==> src/rtl/fric_pkg.sv <==
// fric_pkg
// Shared constants for the FRIc master arbiter slice.
//   - FRIc packet types (ctyp) seen on the master transaction port.
//   - Arbiter FSM state encoding. These are plain localparams so older
//     tools can use them too.
//   - ctyp_legal(): true for the request types the arbiter may issue.
package fric_pkg;

   localparam logic [3:0] CTYP_WR    = 4'h2;
   localparam logic [3:0] CTYP_RD    = 4'h3;
   localparam logic [3:0] CTYP_WRACK = 4'h4;
   localparam logic [3:0] CTYP_RDACK = 4'h5;

   localparam logic [1:0] ST_IDLE    = 2'd0;
   localparam logic [1:0] ST_ISSUE   = 2'd1;
   localparam logic [1:0] ST_WAIT_WR = 2'd2;
   localparam logic [1:0] ST_WAIT_RD = 2'd3;

   // Only writes and reads can be issued. Ack types and everything else
   // are rejected back to the requester.
   function automatic logic ctyp_legal(input logic [3:0] ctyp);
      return (ctyp == CTYP_WR) || (ctyp == CTYP_RD);
   endfunction

endpackage

==> src/rtl/fric_master_arbiter_if.sv <==
// fric_master_arbiter_if
// Transaction port between the arbiter and the FRIc client master.
//   m_ctyp/m_port/m_addr/m_wdat : request payload (arbiter -> master)
//   m_tstb                      : one-cycle transaction strobe (arbiter -> master)
//   m_trdy                      : master ready; drops while m_tstb is high (master -> arbiter)
//   m_rstb/m_rdat               : read reply strobe and data (master -> arbiter)
// Modports:
//   master : the arbiter's view (it drives the master port)
//   slave  : the FRIc client master's view
interface fric_master_arbiter_if;
   import fric_pkg::*;

   logic [3:0]  m_ctyp;
   logic [3:0]  m_port;
   logic [7:0]  m_addr;
   logic [15:0] m_wdat;
   logic        m_tstb;
   logic        m_trdy;
   logic        m_rstb;
   logic [15:0] m_rdat;

   modport master (
      output m_ctyp, m_port, m_addr, m_wdat, m_tstb,
      input  m_trdy, m_rstb, m_rdat
   );

   modport slave (
      input  m_ctyp, m_port, m_addr, m_wdat, m_tstb,
      output m_trdy, m_rstb, m_rdat
   );

endinterface

==> src/rtl/fric_rr_arbiter.sv <==
// fric_rr_arbiter
// Picks one requester out of a request vector.
//   clk, rst : clock and synchronous active-high reset
//   req      : request vector, one bit per requester
//   adv      : grant is taken this cycle; move the pointer past it
//   any      : at least one request is pending
//   gnt      : index of the winning requester (valid when any=1)
// Build option FRIC_ARB_FIXED_PRI_EN: the lowest index always wins and
// there is no pointer register. Without it the arbiter is round-robin:
// the search starts at pointer p, and a taken grant g sets p to g+1 mod NREQ.
module fric_rr_arbiter
   import fric_pkg::*;
#(
   parameter int NREQ = 4,
   localparam int IDXW = (NREQ > 1) ? $clog2(NREQ) : 1
) (
   input  logic            clk,
   input  logic            rst,
   input  logic [NREQ-1:0] req,
   input  logic            adv,
   output logic            any,
   output logic [IDXW-1:0] gnt
);

   assign any = |req;

`ifdef FRIC_ARB_FIXED_PRI_EN

   // Scan from the top down so the lowest set index is the last write.
   always_comb begin
      gnt = '0;
      for (int i = NREQ - 1; i >= 0; i--) begin
         if (req[i]) begin
            gnt = IDXW'(i);
         end
      end
   end

   // There is no pointer in this mode, so the advance input and the clock
   // and reset have nothing to drive.
   logic unused_fixed_pri;
   assign unused_fixed_pri = adv ^ clk ^ rst;

`else

   logic [IDXW-1:0] p_q;
   logic [IDXW-1:0] p_d;
   logic            found;
   logic [IDXW-1:0] idx;

   // Search p, p+1, ... wrapping at NREQ; the first pending request wins.
   always_comb begin
      gnt   = '0;
      found = 1'b0;
      idx   = '0;
      for (int i = 0; i < NREQ; i++) begin
         idx = IDXW'((int'(p_q) + i) % NREQ);
         if (!found && req[idx]) begin
            found = 1'b1;
            gnt   = idx;
         end
      end
   end

   always_comb begin
      p_d = p_q;
      if (adv) begin
         p_d = (int'(gnt) == NREQ - 1) ? '0 : gnt + IDXW'(1);
      end
   end

   always_ff @(posedge clk) begin
      if (rst) begin
         p_q <= '0;
      end else begin
         p_q <= p_d;
      end
   end

`endif

endmodule

==> src/rtl/fric_master_arbiter.sv <==
// fric_master_arbiter
// Shares one FRIc client master transaction port among NREQ requesters.
// Only one transaction is outstanding at a time. The arbiter issues it,
// waits for the write ack or read reply, and then pulses req_done to the
// requester that was granted.
// Ports:
//   clk, rst         : clock and synchronous active-high reset
//   req_valid[NREQ]  : level request; held until its req_done
//   req_ctyp/port/addr/wdat : packed per-requester payload (4/4/8/16 bits each)
//   req_done[NREQ]   : one-cycle completion pulse to the granted requester
//   req_err          : qualifies req_done; request rejected (illegal ctyp)
//   req_rdat         : read data; updated with req_done of a read, held otherwise
//   arb_busy         : high whenever the FSM is not idle
//   m                : master port (fric_master_arbiter_if.master)
// Build option FRIC_ARB_FIXED_PRI_EN selects fixed priority; the default
// is round-robin. The option is handled inside fric_rr_arbiter.
module fric_master_arbiter
   import fric_pkg::*;
#(
   parameter int NREQ = 4
) (
   input  logic               clk,
   input  logic               rst,
   input  logic [NREQ-1:0]    req_valid,
   input  logic [4*NREQ-1:0]  req_ctyp,
   input  logic [4*NREQ-1:0]  req_port,
   input  logic [8*NREQ-1:0]  req_addr,
   input  logic [16*NREQ-1:0] req_wdat,
   output logic [NREQ-1:0]    req_done,
   output logic               req_err,
   output logic [15:0]        req_rdat,
   output logic               arb_busy,
   fric_master_arbiter_if.master m
);

   localparam int IDXW = (NREQ > 1) ? $clog2(NREQ) : 1;

   // Per-requester views of the packed payload buses.
   logic [3:0]  ctyp_arr [NREQ];
   logic [3:0]  port_arr [NREQ];
   logic [7:0]  addr_arr [NREQ];
   logic [15:0] wdat_arr [NREQ];

   for (genvar gi = 0; gi < NREQ; gi++) begin : g_unpack
      assign ctyp_arr[gi] = req_ctyp[gi*4 +: 4];
      assign port_arr[gi] = req_port[gi*4 +: 4];
      assign addr_arr[gi] = req_addr[gi*8 +: 8];
      assign wdat_arr[gi] = req_wdat[gi*16 +: 16];
   end

   logic            any_req;
   logic [IDXW-1:0] gnt_idx;
   logic            arb_adv;

   fric_rr_arbiter #(.NREQ(NREQ)) u_arb (
      .clk (clk),
      .rst (rst),
      .req (req_valid),
      .adv (arb_adv),
      .any (any_req),
      .gnt (gnt_idx)
   );

   logic [3:0]  sel_ctyp;
   assign sel_ctyp = ctyp_arr[gnt_idx];

   logic [1:0]      state_q,  state_d;
   logic [IDXW-1:0] gnt_q,    gnt_d;
   logic [3:0]      m_ctyp_q, m_ctyp_d;
   logic [3:0]      m_port_q, m_port_d;
   logic [7:0]      m_addr_q, m_addr_d;
   logic [15:0]     m_wdat_q, m_wdat_d;
   logic            m_tstb_q, m_tstb_d;
   logic [NREQ-1:0] done_q,   done_d;
   logic            err_q,    err_d;
   logic [15:0]     rdat_q,   rdat_d;

   always_comb begin
      state_d  = state_q;
      gnt_d    = gnt_q;
      m_ctyp_d = m_ctyp_q;
      m_port_d = m_port_q;
      m_addr_d = m_addr_q;
      m_wdat_d = m_wdat_q;
      m_tstb_d = 1'b0;
      done_d   = '0;
      err_d    = 1'b0;
      rdat_d   = rdat_q;
      arb_adv  = 1'b0;

      case (state_q)
         ST_IDLE: begin
            // A grant is only taken while the master can accept it.
            // A rejected request still moves the pointer so a requester
            // that keeps sending a bad ctyp cannot starve the others.
            if (any_req && m.m_trdy) begin
               arb_adv = 1'b1;
               gnt_d   = gnt_idx;
               if (ctyp_legal(sel_ctyp)) begin
                  m_ctyp_d = sel_ctyp;
                  m_port_d = port_arr[gnt_idx];
                  m_addr_d = addr_arr[gnt_idx];
                  m_wdat_d = wdat_arr[gnt_idx];
                  m_tstb_d = 1'b1;
                  state_d  = ST_ISSUE;
               end else begin
                  done_d[gnt_idx] = 1'b1;
                  err_d           = 1'b1;
               end
            end
         end

         ST_ISSUE: begin
            state_d = (m_ctyp_q == CTYP_RD) ? ST_WAIT_RD : ST_WAIT_WR;
         end

         ST_WAIT_WR: begin
            if (m.m_trdy) begin
               done_d[gnt_q] = 1'b1;
               state_d       = ST_IDLE;
            end
         end

         ST_WAIT_RD: begin
            // For a read, m_trdy comes back one cycle before the reply.
            // Only the reply strobe completes the read.
            if (m.m_rstb) begin
               rdat_d        = m.m_rdat;
               done_d[gnt_q] = 1'b1;
               state_d       = ST_IDLE;
            end
         end

         default: begin
            state_d = ST_IDLE;
         end
      endcase
   end

   always_ff @(posedge clk) begin
      if (rst) begin
         state_q  <= ST_IDLE;
         gnt_q    <= '0;
         m_ctyp_q <= '0;
         m_port_q <= '0;
         m_addr_q <= '0;
         m_wdat_q <= '0;
         m_tstb_q <= 1'b0;
         done_q   <= '0;
         err_q    <= 1'b0;
         rdat_q   <= '0;
      end else begin
         state_q  <= state_d;
         gnt_q    <= gnt_d;
         m_ctyp_q <= m_ctyp_d;
         m_port_q <= m_port_d;
         m_addr_q <= m_addr_d;
         m_wdat_q <= m_wdat_d;
         m_tstb_q <= m_tstb_d;
         done_q   <= done_d;
         err_q    <= err_d;
         rdat_q   <= rdat_d;
      end
   end

   assign m.m_ctyp = m_ctyp_q;
   assign m.m_port = m_port_q;
   assign m.m_addr = m_addr_q;
   assign m.m_wdat = m_wdat_q;
   assign m.m_tstb = m_tstb_q;

   assign req_done = done_q;
   assign req_err  = err_q;
   assign req_rdat = rdat_q;
   assign arb_busy = (state_q != ST_IDLE);

endmodule

==> src/flat_wrapper.sv <==
// flat-port wrapper written by rule: the top's interface ports become plain ports
module fric_master_arbiter_flat import fric_pkg::*;
#(
   parameter int NREQ = 4
)
  (clk, rst, req_valid, req_ctyp, req_port, req_addr, req_wdat, req_done, req_err, req_rdat, arb_busy, m_m_ctyp, m_m_port, m_m_addr, m_m_wdat, m_m_tstb, m_m_trdy, m_m_rstb, m_m_rdat);
  fric_master_arbiter_if m_i ();
  input  logic clk;
  input  logic rst;
  input  logic [NREQ-1:0] req_valid;
  input  logic [4*NREQ-1:0] req_ctyp;
  input  logic [4*NREQ-1:0] req_port;
  input  logic [8*NREQ-1:0] req_addr;
  input  logic [16*NREQ-1:0] req_wdat;
  output logic [NREQ-1:0] req_done;
  output logic req_err;
  output logic [15:0] req_rdat;
  output logic arb_busy;
  output wire logic [$bits(m_i.m_ctyp)-1:0] m_m_ctyp;
  output wire logic [$bits(m_i.m_port)-1:0] m_m_port;
  output wire logic [$bits(m_i.m_addr)-1:0] m_m_addr;
  output wire logic [$bits(m_i.m_wdat)-1:0] m_m_wdat;
  output wire logic [$bits(m_i.m_tstb)-1:0] m_m_tstb;
  input wire logic [$bits(m_i.m_trdy)-1:0] m_m_trdy;
  input wire logic [$bits(m_i.m_rstb)-1:0] m_m_rstb;
  input wire logic [$bits(m_i.m_rdat)-1:0] m_m_rdat;
  assign m_m_ctyp = m_i.m_ctyp;
  assign m_m_port = m_i.m_port;
  assign m_m_addr = m_i.m_addr;
  assign m_m_wdat = m_i.m_wdat;
  assign m_m_tstb = m_i.m_tstb;
  assign m_i.m_trdy = m_m_trdy;
  assign m_i.m_rstb = m_m_rstb;
  assign m_i.m_rdat = m_m_rdat;
  fric_master_arbiter #(.NREQ(NREQ)) u_core (.clk(clk), .rst(rst), .req_valid(req_valid), .req_ctyp(req_ctyp), .req_port(req_port), .req_addr(req_addr), .req_wdat(req_wdat), .req_done(req_done), .req_err(req_err), .req_rdat(req_rdat), .arb_busy(arb_busy), .m(m_i));
endmodule
==> config.mk <==
export PLATFORM = sky130hd
export DESIGN_NAME = fric_master_arbiter_flat
export DESIGN_NICKNAME = d
export VERILOG_FILES = /design/src/rtl/fric_pkg.sv /design/src/rtl/fric_master_arbiter_if.sv /design/src/rtl/fric_rr_arbiter.sv /design/src/rtl/fric_master_arbiter.sv /design/src/flat_wrapper.sv
export SDC_FILE = /design/constraint.sdc
export NUM_CORES = 1
export LEC_CHECK = 0
export ABC_AREA = 1
export CAP_MARGIN = 20
export CORE_ASPECT_RATIO = 0.6
export CORE_MARGIN = 3
export CORE_UTILIZATION = 42
export DETAILED_ROUTE_END_ITERATION = 10
export PLACE_DENSITY = 0.85
export SYNTH_ARGS = -nofsm -noshare
export SYNTH_HDL_FRONTEND = slang
export SYNTH_SLANG_ARGS = --single-unit
==> constraint.sdc <==
create_clock -name clk -period 5.7 [get_ports clk]
set_input_delay 1.425 -clock clk [delete_from_list [all_inputs] [get_ports clk]]
set_output_delay 1.425 -clock clk [all_outputs]
set_load 0.01 [all_outputs]
==> reports/results.ini, run 1 <==
[global_routing]
antenna_found_initial = 0
track_usage = 0.257
gr-total-overflow = 0
first_global_vias = 4392
grt_max_degree = 63
grt_pass1_wl_mm = 20.8

[power_and_ir_drop]
power.share.switching = 0.508
internal_power_mw = 1.69
pwr-share-comb = 0.668
seqPwrFrac = 0.160
powerDensity_nw_per_um2 = 572
p_total_mw = 3.44
switchingPower_mw = 1.75
cellLeakagePower_nw = 2.65
irDropWorstVdd_uv = 344
p_clk_frac = 0.172

[sta]
layout_setup_ws_ns = 1.40
hold_violations = 0
fmax_ghz = 0.233
slew_headroom = 0.327
post-route-min-period_ns = 4.30
maxSlewViolCount = 0
finalSetupViolations = 0
rsz0062_at_grt = false
whs_ns = 0.444
fin_skew_ns = 0.00959
finalCritPeriodShare = 0.754
tightest_slew_ns = 1.01
setup_tns_ns = 0

[yosys]
synth_top_area_share = 0.330
yosys.area.top_type = dfxtp_1
netlist_area_sq_um = 3640
ys.flop_type = dfxtp_1
syn_inst = 634
ys_ff_latch = 60
yosys.cell_types.count = 25
post-synth-top-count-cell = nor2_1
synthTopCellsByArea = dfxtp_1 33%, nor2_1 19%, nand2_1 14%, o21ai_0 11%, inv_1 6.7%
synth.avg_cell_area_sq_um = 5.74
synth_edf_count = 0
syn_nets = 790
yosysWarnings = 0
synth-async-reset-ratio = 0
yosys-top-cells-count = 187 x nor2_1, 139 x nand2_1, 78 x o21ai_0
ys_seq_area_frac = 0.330

[critical_path]
worstPathRequired_ns = 5.91
crit_type = input pin to flop
cp_max_fo = 62
crit_path_cell_trace = clkdlybuf4s50_1 > inv_1 > nand2_1 > nand3_1 > nand2_2 > inv_2 > nand3_1 > nor2_1 > inv_1 > nand2_2 > nand3_1 > nand2_2 > nand3_4 > nor2_1 > nor2_1
slowest_stage = nand2_2
startpoint_type = input pin
worst_setup_path_end_kind = flop
slowest_delay_ns = 0.53
cp.arrival_ns = 4.51

[place]
gp_congestion = 0.933
dpl.hpwl_mm = 9.90
dpl_worst_slack_ns = 1.13
portBuffers = 206
dp.cells = 917

[route]
wl_per_cell_microns = 14.2
dr.pass1.iters = 5
post-route-drc-count = 0
ant_nets = 0
dr_total_vias = 4597
drt-initial-drc-count = 335
wirelength_mm = 13.2
via_per_inst = 4.93

[final_layout]
fillerInstances = 666
fin_nets = 976
antenna_cells = 0
stdcell_count = 932
layout-drive-gt1-share = 0.0364
synthToLayoutAreaGrowth_pct = 65.3

[die]
num_rows = 25
pin_count = 207
die_w_microns = 126
start_util = 0.448
die_height_microns = 78.1
core_area_sq_um = 8130
dieArea_sq_um = 9860

[worst_hold_path]
hp-class = flop to flop

[cts]
cts_buffers = 9
htreeDepth = 3
clock-root-buffer = clkbuf_16
cts_resized = 0
cts.sinks = 60
hold_buffers = 0
cts_tree = built
cts_buffer_depth = 2
postCtsSetupBuffers = 0
path_clk_slew_ns = 0.06
clk-insertion-delay-late_ns = 0.32

[run_status]
status = complete, no violations

[run]
maxCapViolations = 0

[final timing paths]
kind	from	endpoint	slack, ns	cells past startpoint
worst max-delay path	req_valid[3]	u_core.m.m_wdat[4]	1.40	15
worst max register to register	u_core.u_arb.p_q[0]	u_core.m.m_wdat[4]	2.29	15
worst min-delay path	u_core.req_rdat[0]	u_core.req_rdat[0]	0.44	2
worst min register to register	u_core.req_rdat[0]	u_core.req_rdat[0]	0.44	2
[power groups by stage]
stage / clock (mW) / combinational, mW / sequential [mW]
6_report: 0.591 / 2.30 / 0.551
5_1_grt: 0.615 / 2.62 / 0.560
4_1_cts: 0.594 / 2.29 / 0.550
3_5_place_dp: 0 / 2.28 / 0.558
3_3_place_gp: 0 / 2.17 / 0.555
2_1_floorplan: 0 / 1.68 / 0.567
[critical path, delay by kind of cell]
family                 cells  cell delay, ns
buffers and inverters      4            0.69
and+or+nand+nor           11            2.36
[registers in the layout, indices dropped and copies added, names as in the netlist, 4 cells and up]
| name | flops |
|---|---|
| u_core.m.m_addr | 8 |
| u_core.m.m_ctyp | 4 |
| u_core.m.m_port | 4 |
| u_core.m.m_wdat | 16 |
| u_core.req_done | 4 |
| u_core.req_rdat | 16 |
[metrics by stage]
step | cell area (sq um) | utilization
global placement | 5690 | 0.700
detailed placement | 5690 | 0.700
floorplan | 3640 | -
finish | 6020 | 0.740
CTS | 6020 | 0.740
global route | 6020 | 0.740
[routing by layer]
layer	routed length (microns)	GRT usage	part of all wire	vias up
li1	-	-	-	2324
met1	5710	0.316	0.43	2048
met2	6140	0.433	0.46	203
met3	1160	0.0768	0.087	22
met4	223	0.0857	0.017	0
met5	0	0	0	-
[area by class of cell]
class	count	area, sq um	share of cell area
inverter	69	259	0.0430
clock inverter	4	72.6	0.0121
clock buffer	11	253	0.0420
multi-input combinational	471	2010	0.334
tap	108	135	0.0225
sequential	60	1200	0.200
timing repair buffer	209	2080	0.346
[cell usage in the layout, fill, tap and decap left out]
| master | instances |
|---|---|
| ha_1 | 4 |
| a21oi_1 | 25 |
| o41ai_1 | 1 |
| o21ai_0 | 78 |
| dfxtp_1 | 60 |
| nand2_2 | 5 |
| buf_4 | 3 |
| clkbuf_8 | 2 |
| nor4_1 | 1 |
| nand3_4 | 1 |
| clkbuf_16 | 9 |
| o22ai_1 | 1 |
| nor2_2 | 2 |
| nand2_1 | 139 |
| nand3_1 | 20 |
| clkinvlp_4 | 1 |
| o21ai_1 | 2 |
| o211ai_1 | 1 |
| nor3_1 | 2 |
| bufinv_16 | 2 |
| clkinv_2 | 1 |
| nand4_1 | 1 |
| inv_1 | 65 |
| inv_2 | 4 |
| clkdlybuf4s50_1 | 206 |
| or2_1 | 1 |
| nor2_1 | 187 |
[cells by family (layout without fill, tap and decap cells)]
family          after synthesis  in the layout  synth area share
fa+ha+maj                     4              4            0.0137
buf+inv                     103            293             0.118
simple gates                359            359             0.388
compound gates              108            108             0.151
flops                        60             60             0.330
Note: power is estimated with default switching activity, not from simulation.
==> run 2, diff against run 1 <==
--- a/config.mk
+++ b/config.mk
@@ -9,9 +9,9 @@
 export CAP_MARGIN = 20
 export CORE_ASPECT_RATIO = 0.6
 export CORE_MARGIN = 3
-export CORE_UTILIZATION = 42
+export CORE_UTILIZATION = 35
 export DETAILED_ROUTE_END_ITERATION = 10
-export PLACE_DENSITY = 0.85
+export PLACE_DENSITY = 0.75
 export SYNTH_ARGS = -nofsm -noshare
 export SYNTH_HDL_FRONTEND = slang
 export SYNTH_SLANG_ARGS = --single-unit
==> constraint.sdc (replaced) <==
create_clock -name clk -period 3.62 [get_ports clk]
set_input_delay 0.905 -clock clk [delete_from_list [all_inputs] [get_ports clk]]
set_output_delay 0.905 -clock clk [all_outputs]
set_load 0.01 [all_outputs]
==> run 2 against run 1 <==
  * Critical path depth stayed put
  * Setup slack worse by 0.84 ns
  * Clock power rose by 54%
  * Combinational power rose by 61%
  * Largest cell class unchanged
  * Register-to-register slack lost 1.4 ns
  * Clock skew is 0.0035 ns lower
==> reports/results.ini, run 2 (synthesized netlist as in run 1, its figures left out) <==
[run_status]
status = complete, no violations

[critical_path]
crit_path_frequent_cell = nand2_1
cp_max_fo = 62
worst_setup_path_end_kind = flop
r2r_cells = 16
slowest_delay_ns = 0.49
r2r-end = u_core.m.m_addr[0]
worstPathRequired_ns = 3.84
ff2ff_setup_slack_ns = 0.93
cp.arrival_ns = 3.28
startpoint_type = input pin
crit_type = input pin to flop
slowest_stage = clkdlybuf4s50_1
crit_path_cell_trace = clkdlybuf4s50_1 > inv_1 > nand2_1 > o21ai_1 > o21ai_1 > nand4_1 > nand2_2 > nand2_1 > nand3_1 > nand2_2 > nand3_4 > buf_4 > nand2_1 > nand2_1 > nor2_1
rr_startpoint = u_core.u_arb.p_q[0]

[cts]
path_clk_slew_ns = 0.05
cts_buffer_depth = 2
hold_buffers = 0
cts_tree = built
clock-root-buffer = clkbuf_16
cts_buffers = 9
cts.sinks = 60
cts_resized = 0
htreeDepth = 3
clk-insertion-delay-late_ns = 0.33
postCtsSetupBuffers = 0

[sta]
setup_tns_ns = 0
maxSlewViolCount = 0
finalCritPeriodShare = 0.845
slew_headroom = 0.329
hold_violations = 0
fmax_ghz = 0.327
rsz0062_at_grt = false
fin_skew_ns = 0.00605
tightest_slew_ns = 1.00
layout_setup_ws_ns = 0.562
post-route-min-period_ns = 3.06
finalSetupViolations = 0

[global_routing]
antenna_found_initial = 0
gr-total-overflow = 0
grt_pass1_wl_mm = 19.6
grt_max_degree = 63
track_usage = 0.208
first_global_vias = 4047

[final_layout]
antenna_cells = 0
fin_nets = 982
layout_common_cells = 206 x clkdlybuf4s50_1, 187 x nor2_1, 139 x nand2_1
stdcell_count = 966
mostFrequentLayoutCell = clkdlybuf4s50_1
layout-drive-gt1-share = 0.0445
fin_area_sq_um = 6110
synthToLayoutAreaGrowth_pct = 67.7

[power_and_ir_drop]
powerDensity_nw_per_um2 = 898
cellLeakagePower_nw = 2.68
irDropWorstVdd_uv = 855
p_total_mw = 5.49

[die]
die_height_microns = 85.0
die_w_microns = 138
pin_count = 207
core_area_sq_um = 9980
num_rows = 28
dieArea_sq_um = 11700
start_util = 0.365

[place]
placedInstanceArea_sq_um = 5780
portBuffers = 206
dpl_worst_slack_ns = 0.242
dpl.hpwl_mm = 9.68
dp.cells = 950
gp_congestion = 0.863

[worst_hold_path]
hp-class = flop to flop
hold_depth = 2
whs_endpoint = u_core.req_rdat[15]
min_from = u_core.req_rdat[15]

[route]
via_per_inst = 4.57
post-route-drc-count = 0
dr_total_vias = 4415
drt-initial-drc-count = 162
wirelength_mm = 12.5
dr.pass1.iters = 4
wl_per_cell_microns = 13.0
ant_nets = 0

[run]
maxCapViolations = 0

[run 2: cell count changes in the layout (fill, tap and decap cells not counted)]
cell,before,now
buf_12,0,1
inv_6,0,1
buf_4,3,8
clkbuf_8,2,0
inv_1,65,64
clkinv_1,0,1
clkinv_4,0,2
[run 2: routing by layer]
metal  track usage  vias to the layer above  share of wire
li1              -                     2337              -
met1         0.286                     1930           0.48
met2         0.331                      139           0.45
met3        0.0581                        9          0.071
met4        0.0380                        0         0.0061
met5             0                        -              0
[run 2: how the worst max path moves through the flow]
stage / from / endpoint / slack, ns / cells after the start
2_1_floorplan: req_valid[3] / u_core.u_arb.p_q[1] / 1.13 / 12
3_3_place_gp: req_valid[3] / u_core.m.m_port[1] / 0.37 / 19
3_5_place_dp: req_valid[2] / u_core.m.m_addr[0] / 0.24 / 15
4_1_cts: req_valid[2] / u_core.m.m_wdat[0] / 0.59 / 15
5_1_grt: req_valid[0] / u_core.m.m_ctyp[0] / 0.27 / 15
6_report: req_valid[2] / u_core.m.m_addr[0] / 0.56 / 15
[run 2: power by group]
group | total (mW) | internal (mW) | switching, mW
clock | 0.912 | 0.605 | 0.308
combinational | 3.71 | 1.35 | 2.36
sequential | 0.864 | 0.782 | 0.0823
[run 2: final cells by class]
type,instances,area [sq um]
well taps,135,169
clock inverters,7,98.8
multi-input cells,471,2010
clock buffers,9,225
repair buffers,215,2140
inverters,69,259
fillers,903,3880
flip-flops and latches,60,1200
[run 2: worst max-delay path, delay by kind of cell]
kind / cells / cell delay [ns]
AOI/OAI and AO/OA: 2 / 0.37
buffers and inverters: 3 / 1.04
and+or+nand+nor: 10 / 0.94
[run 2: metrics by stage]
stage                      util  hold slack, ns
final                     0.612           0.442
after global routing      0.612           0.464
after global placement    0.579           0.430
after floorplan               -           0.468
after CTS                 0.612           0.441
after detailed placement  0.579           0.433
